**config.mk**
```make
export PLATFORM = sky130hd
export DESIGN_NAME = control_unit
export DESIGN_NICKNAME = d
export VERILOG_FILES = /design/src/rtl/control_unit.sv
export SDC_FILE = /design/constraint.sdc
export NUM_CORES = 1
export LEC_CHECK = 0
export BUFFER_PORTS_ARGS = -buffer_cell sky130_fd_sc_hd__buf_4
export CAP_MARGIN = 25
export CORE_ASPECT_RATIO = 1.25
export CORE_MARGIN = 2
export CORE_UTILIZATION = 52
export CTS_BUF_LIST = sky130_fd_sc_hd__clkbuf_16
export CTS_CLUSTER_SIZE = 25
export DETAILED_ROUTE_END_ITERATION = 8
export PLACE_DENSITY_LB_ADDON = 0.12
export SETUP_SLACK_MARGIN = 0.15
export SYNTH_ARGS = -nofsm -noshare
export SYNTH_HDL_FRONTEND = slang
export SYNTH_SLANG_ARGS = --single-unit
```
**constraint.sdc**
```tcl
create_clock -name clock -period 3.07 [get_ports clock]
set_input_delay 0.307 -clock clock [delete_from_list [all_inputs] [get_ports clock]]
set_output_delay 0.307 -clock clock [all_outputs]
set_load 0.02 [all_outputs]
```
**src/rtl/control_unit.sv**
```systemverilog
// Hardwired fetch/execute sequencer for the mini CPU: T0-T2 fetch, T3-T7 opcode-dependent execute.
// Latency: 3 fetch cycles + 1..5 execute cycles per instruction; strobes are Moore decodes of state.
// Backpressure: stop parks the sequencer in PAUSE at an instruction boundary; halt is absorbing until reset.
module control_unit (
    input  logic       clock,
    input  logic       reset,
    input  logic [4:0] opcode,
    input  logic       con_ff,
    input  logic       stop,
    output logic       Gra,
    output logic       Grb,
    output logic       Grc,
    output logic       Rin,
    output logic       Rout,
    output logic       BAout,
    output logic       PCout,
    output logic       MDRout,
    output logic       Zhighout,
    output logic       Zlowout,
    output logic       HIout,
    output logic       LOout,
    output logic       Cout,
    output logic       InPortout,
    output logic       PCin,
    output logic       IRin,
    output logic       MARin,
    output logic       MDRin,
    output logic       Yin,
    output logic       Zin,
    output logic       HIin,
    output logic       LOin,
    output logic       OutPortin,
    output logic       CONin,
    output logic       IncPC,
    output logic       Read,
    output logic       Write,
    output logic [4:0] alu_op,
    output logic       run
);

    typedef enum logic [3:0] {
        S_RST, S_T0, S_T1, S_T2, S_T3, S_T4, S_T5, S_T6, S_T7, S_PAUSE, S_HALT
    } state_t;

    localparam logic [4:0] OP_LD   = 5'b00000;
    localparam logic [4:0] OP_LDI  = 5'b00001;
    localparam logic [4:0] OP_ST   = 5'b00010;
    localparam logic [4:0] OP_ADD  = 5'b00011;
    localparam logic [4:0] OP_AND  = 5'b00101;
    localparam logic [4:0] OP_OR   = 5'b00110;
    localparam logic [4:0] OP_SHL  = 5'b01011;
    localparam logic [4:0] OP_ADDI = 5'b01100;
    localparam logic [4:0] OP_ANDI = 5'b01101;
    localparam logic [4:0] OP_ORI  = 5'b01110;
    localparam logic [4:0] OP_DIV  = 5'b01111;
    localparam logic [4:0] OP_MUL  = 5'b10000;
    localparam logic [4:0] OP_NEG  = 5'b10001;
    localparam logic [4:0] OP_NOT  = 5'b10010;
    localparam logic [4:0] OP_BR   = 5'b10011;
    localparam logic [4:0] OP_JR   = 5'b10100;
    localparam logic [4:0] OP_IN   = 5'b10110;
    localparam logic [4:0] OP_OUT  = 5'b10111;
    localparam logic [4:0] OP_MFHI = 5'b11000;
    localparam logic [4:0] OP_MFLO = 5'b11001;
    localparam logic [4:0] OP_HALT = 5'b11011;

    state_t     state, state_n;
    logic [4:0] op_q;
    logic [4:0] op;
    logic       c_alu, c_imm, c_mem, c_ld, c_st, c_md, c_neg, c_br;
    logic [4:0] imm_alu;
    state_t     last_t3, last_q;
    state_t     boundary;

    // Last execute step of an instruction class; everything not listed finishes in T3.
    function automatic state_t last_step(input logic [4:0] o);
        if ((o >= OP_ADD && o <= OP_ORI) || o == OP_LDI) return S_T5;
        if (o == OP_LD || o == OP_ST)                    return S_T7;
        if (o == OP_DIV || o == OP_MUL || o == OP_BR)    return S_T6;
        if (o == OP_NEG || o == OP_NOT)                  return S_T4;
        return S_T3;
    endfunction

    always_ff @(posedge clock or posedge reset) begin
        if (reset) begin
            state <= S_RST;
            op_q  <= 5'b00000;
        end else begin
            state <= state_n;
            if (state == S_T3) op_q <= opcode;
        end
    end

    always_comb begin
        last_t3  = last_step(opcode);
        last_q   = last_step(op_q);
        boundary = stop ? S_PAUSE : S_T0;
        state_n  = state;
        case (state)
            S_RST:   state_n = S_T0;
            S_T0:    state_n = S_T1;
            S_T1:    state_n = S_T2;
            S_T2:    state_n = S_T3;
            S_T3: begin
                if (opcode == OP_HALT)     state_n = S_HALT;
                else if (last_t3 == S_T3)  state_n = boundary;
                else                       state_n = S_T4;
            end
            S_T4:    state_n = (last_q == S_T4) ? boundary : S_T5;
            S_T5:    state_n = (last_q == S_T5) ? boundary : S_T6;
            S_T6:    state_n = (last_q == S_T6) ? boundary : S_T7;
            S_T7:    state_n = boundary;
            S_PAUSE: state_n = stop ? S_PAUSE : S_T0;
            S_HALT:  state_n = S_HALT;
            default: state_n = S_RST;
        endcase
    end

    // T3 decodes the live opcode; later steps use the copy captured during T3.
    always_comb begin
        op      = (state == S_T3) ? opcode : op_q;
        c_alu   = (op >= OP_ADD && op <= OP_SHL);
        c_imm   = (op >= OP_ADDI && op <= OP_ORI);
        c_ld    = (op == OP_LD);
        c_st    = (op == OP_ST);
        c_mem   = c_ld || c_st || (op == OP_LDI);
        c_md    = (op == OP_DIV) || (op == OP_MUL);
        c_neg   = (op == OP_NEG) || (op == OP_NOT);
        c_br    = (op == OP_BR);
        imm_alu = (op == OP_ANDI) ? OP_AND : (op == OP_ORI) ? OP_OR : OP_ADD;
    end

    always_comb begin
        Gra = 1'b0; Grb = 1'b0; Grc = 1'b0; Rin = 1'b0; Rout = 1'b0; BAout = 1'b0;
        PCout = 1'b0; MDRout = 1'b0; Zhighout = 1'b0; Zlowout = 1'b0;
        HIout = 1'b0; LOout = 1'b0; Cout = 1'b0; InPortout = 1'b0;
        PCin = 1'b0; IRin = 1'b0; MARin = 1'b0; MDRin = 1'b0; Yin = 1'b0; Zin = 1'b0;
        HIin = 1'b0; LOin = 1'b0; OutPortin = 1'b0; CONin = 1'b0;
        IncPC = 1'b0; Read = 1'b0; Write = 1'b0;
        alu_op = 5'b00000;
        run    = 1'b1;
        case (state)
            S_T0: begin PCout = 1'b1; MARin = 1'b1; IncPC = 1'b1; Zin = 1'b1; end
            S_T1: begin Zlowout = 1'b1; PCin = 1'b1; Read = 1'b1; MDRin = 1'b1; end
            S_T2: begin MDRout = 1'b1; IRin = 1'b1; end
            S_T3: begin
                if (c_alu || c_imm)  begin Grb = 1'b1; Rout = 1'b1; Yin = 1'b1; end
                else if (c_mem)      begin Grb = 1'b1; BAout = 1'b1; Yin = 1'b1; end
                else if (c_md)       begin Gra = 1'b1; Rout = 1'b1; Yin = 1'b1; end
                else if (c_neg)      begin Grb = 1'b1; Rout = 1'b1; Zin = 1'b1; alu_op = op; end
                else if (c_br)       begin Gra = 1'b1; Rout = 1'b1; CONin = 1'b1; end
                else if (op == OP_JR)   begin Gra = 1'b1; Rout = 1'b1; PCin = 1'b1; end
                else if (op == OP_IN)   begin InPortout = 1'b1; Gra = 1'b1; Rin = 1'b1; end
                else if (op == OP_OUT)  begin Gra = 1'b1; Rout = 1'b1; OutPortin = 1'b1; end
                else if (op == OP_MFHI) begin HIout = 1'b1; Gra = 1'b1; Rin = 1'b1; end
                else if (op == OP_MFLO) begin LOout = 1'b1; Gra = 1'b1; Rin = 1'b1; end
            end
            S_T4: begin
                if (c_alu)       begin Grc = 1'b1; Rout = 1'b1; Zin = 1'b1; alu_op = op; end
                else if (c_imm)  begin Cout = 1'b1; Zin = 1'b1; alu_op = imm_alu; end
                else if (c_mem)  begin Cout = 1'b1; Zin = 1'b1; alu_op = OP_ADD; end
                else if (c_md)   begin Grb = 1'b1; Rout = 1'b1; Zin = 1'b1; alu_op = op; end
                else if (c_neg)  begin Zlowout = 1'b1; Gra = 1'b1; Rin = 1'b1; end
                else if (c_br)   begin PCout = 1'b1; Yin = 1'b1; end
            end
            S_T5: begin
                if (c_ld || c_st)                  begin Zlowout = 1'b1; MARin = 1'b1; end
                else if (c_alu || c_imm || c_mem)  begin Zlowout = 1'b1; Gra = 1'b1; Rin = 1'b1; end
                else if (c_md)                     begin Zlowout = 1'b1; LOin = 1'b1; end
                else if (c_br)                     begin Cout = 1'b1; Zin = 1'b1; alu_op = OP_ADD; end
            end
            S_T6: begin
                if (c_ld)                  begin Read = 1'b1; MDRin = 1'b1; end
                else if (c_st)             begin Gra = 1'b1; Rout = 1'b1; MDRin = 1'b1; end
                else if (c_md)             begin Zhighout = 1'b1; HIin = 1'b1; end
                else if (c_br && con_ff)   begin Zlowout = 1'b1; PCin = 1'b1; end
            end
            S_T7: begin
                if (c_ld)       begin MDRout = 1'b1; Gra = 1'b1; Rin = 1'b1; end
                else if (c_st)  Write = 1'b1;
            end
            S_PAUSE, S_HALT: run = 1'b0;
            default: ;
        endcase
    end

endmodule

```
==> results.cfg <==
[synthesis]
synthMuxAreaShare_pct = 5.16
synthesis.nets = 211
ys_warn_count = 0
synth_top_cell_by_area = dfrtp_1
syn_inst = 202
synth_area_leaders = dfrtp_1 (16%), nand2_1 (6.1%), o21ai_0 (5.0%), nor2_1 (4.5%), clkbuf_1 (4.0%)
ys_types = 53
yosys.area_share.adder_pct = 0
synthSimpleGateAreaFrac_pct = 43.3
synth_xor_area_share_pct = 1.25
synth-edff-count = 0
synth_area_sq_um = 1410
yosysTopAreaCellShare_pct = 16.0
synth_seq_cells = 9
synth_top_family_by_area = simple AND/OR/NAND/NOR gates
seq_area_frac_synth_pct = 16.0
syn_avg_cell_area_sq_um = 6.96
synthArstFlopShare_pct = 100
synthFlopType = dfrtp_1
synth-compound-area-share_pct = 26.2

[critical_path]
required_ps = 2760
r2r_cells = 6
end_kind = output pin
cp.arrival_ps = 2500
crit_fanout = 17
startpoint_type = register
criticalPathCategory = reg2out

[pwr]
powerDensity_nw_per_um2 = 936
vdd_ir_drop_max_mv = 0.479
p_leak_uw = 0.000774

[drt]
drcViolationCount = 0
wire_per_inst_um = 18.8
drt_iter0_drc = 118
dr.pass1.iters = 5
wl_um = 5140
dr_total_vias = 1831
routed_via_density = 6.68
ant_nets = 0

[floorplanning]
die_x_um = 50.5
core-area_sq_um = 2630
start_util_pct = 53.5
ioPinCount = 42
dieArea_sq_um = 3140
fp.dieH_um = 62.1
rows = 21

[sta]
period_minus_slack_ps = 2800
final.setup.tns_ps = 0
relSlewSlack_pct = 61.9
rsz0062_at_grt = no
whs_ps = 33.9
worst_pin_slew_ps = 570
fin_skew_ps = 3.44
max_clock_freq_ghz = 0.357
hold_viol = 0
finalSetupViolCount = 0
maxSlewViolCount = 0
post-route-period-util_pct = 91.3

[clocking]
cts_inserted_buffers = 3
holdBufCountCts = 0
cts_tree = built
clock_latency_ps = 240
cts.sinks = 9
cts.path.max_buffers = 2
cts-root-buf = clkbuf_16
htreeDepth = 1
cts.clk_slew.worst_paths_ps = 40

[global_routing]
overflow = 0
grt_max_degree = 18
grt_pass1_wl_um = 8290
grt_pass1_vias = 1654
gr-usage-all-layers_pct = 34.4
antenna_found_initial = 0

[final_layout]
post-route-util_pct = 70.4
stdcell_area_sq_um = 1850
fill_cells = 238
drive_gt1_share_pct = 30.4
final_nets = 250
syn_to_final_growth_pct = 31.6
antennaDiodeCount = 0

[placement]
hpwl_um = 3850
gp_congestion = 0.959
port_buffers = 41
dpl-instance-area_sq_um = 1720

[min_path]
hold_path_class = in2async

[status]
status = completed

[flow_run]
maxCapViolCount = 0
## power by group
part           internal (uW)  switching, uW  total (uW)
Combinational            475            662        1140
Clock                    172           59.9         232
Sequential               177            185         363
Total                    825            907        1730
## cell type report
class | instances | area [sq um] | share of cell area (%)
clock inverter | 1 | 5.00 | 0.270
sequential | 9 | 229 | 12.4
inverter | 6 | 22.5 | 1.22
clock buffer | 3 | 75.1 | 4.06
tap | 34 | 42.5 | 2.30
timing repair buffer | 53 | 398 | 21.5
multi-input combinational | 168 | 1080 | 58.3
## repair_timing
action,4_1_cts,5_1_grt
pin swaps,0,1
setup buffers,0,5
gates resized for setup,2,3
endpoints found under the setup margin,4,4
endpoints found under the hold margin,0,0
## metrics by stage
step / setup slack [ps] / instances / power (uW)
after floorplan: 494 / 202 / 1030
after global placement: 251 / 265 / 1390
after detailed placement: 228 / 265 / 1400
after CTS: 152 / 269 / 1650
after global routing: 154 / 274 / 1830
final: 267 / 274 / 1730
## placed cells by master (no fill, tap or decap), types with 2 or more instances in the layout
master	n
a211o_1	3
a211oi_1	3
a21oi_1	6
a31oi_1	3
a41oi_1	3
and2_1	4
and2b_1	2
buf_4	53
clkbuf_16	3
dfrtp_1	6
dfrtp_2	3
inv_1	5
mux2i_1	5
nand2_1	23
nand2b_1	7
nand3_1	9
nand3b_1	4
nand4_1	3
nand4b_1	2
nor2_1	17
nor2b_1	5
nor3_1	8
nor3b_1	3
nor4_1	6
nor4_2	2
o211ai_1	4
o21ai_0	14
o21bai_1	2
o31ai_1	4
or3_1	2
or4_1	2
xor2_1	2
## layer usage
layer / routed length, um / GRT usage, %
met1: 1900 / 42.8
met2: 2510 / 58.1
met3: 475 / 4.33
met4: 259 / 15.2
met5: 0 / 0
## critical path, stage by stage (launching register included)
cell and delay, ps:
dfrtp_2 520, nor4b_4 440, buf_4 290, mux2i_1 120, nor4_1 340, o311ai_0 220
o211ai_1 160, buf_4 180
## sequential cells by signal, indices dropped and copies added, names as in the netlist
register	count
op_q	5
state	4
## cells in the mapped netlist, types with 2 or more instances
master     n
a211oi_1   4
a31oi_1    3
dfrtp_1    9
o211ai_1   4
nand3b_1   4
a211o_1    3
o31ai_1    4
a41oi_1    3
buf_6      2
nor3_1     8
nor2_1    17
nand4_1    3
nand2_1   23
and2_1     4
nor3b_1    3
clkbuf_1  15
or4_1      2
nor4_1     7
nand4b_1   2
or3_1      2
nand2b_1   7
a21oi_1    6
and2b_1    2
nand3_1    9
nor2b_1    5
inv_1      5
xor2_1     2
mux2i_1    5
o21bai_1   2
o21ai_0   14
## kinds of logic after synthesis
kind of cell | count (synthesis)
and+or+nand+nor | 107
muxes | 6
AOI/OAI and AO/OA | 53
xor gates and xnor gates | 2
DFF | 9
buffers and inverters | 25
## path summary, 6_finish.rpt
kind                                     from                  to  slack, ps
min                                     reset   op_q[4]$_DFF_PP0_         30
max                        state[1]$_DFF_PP0_           alu_op[1]        270
max in group asynchronous               reset  state[3]$_DFF_PP0_       2760
min reg2reg                state[3]$_DFF_PP0_  state[0]$_DFF_PP0_        640
min in group clock                       stop  state[3]$_DFF_PP0_        370
max reg2reg                state[1]$_DFF_PP0_  state[3]$_DFF_PP0_        960
Power figures use the tool's default switching activity.
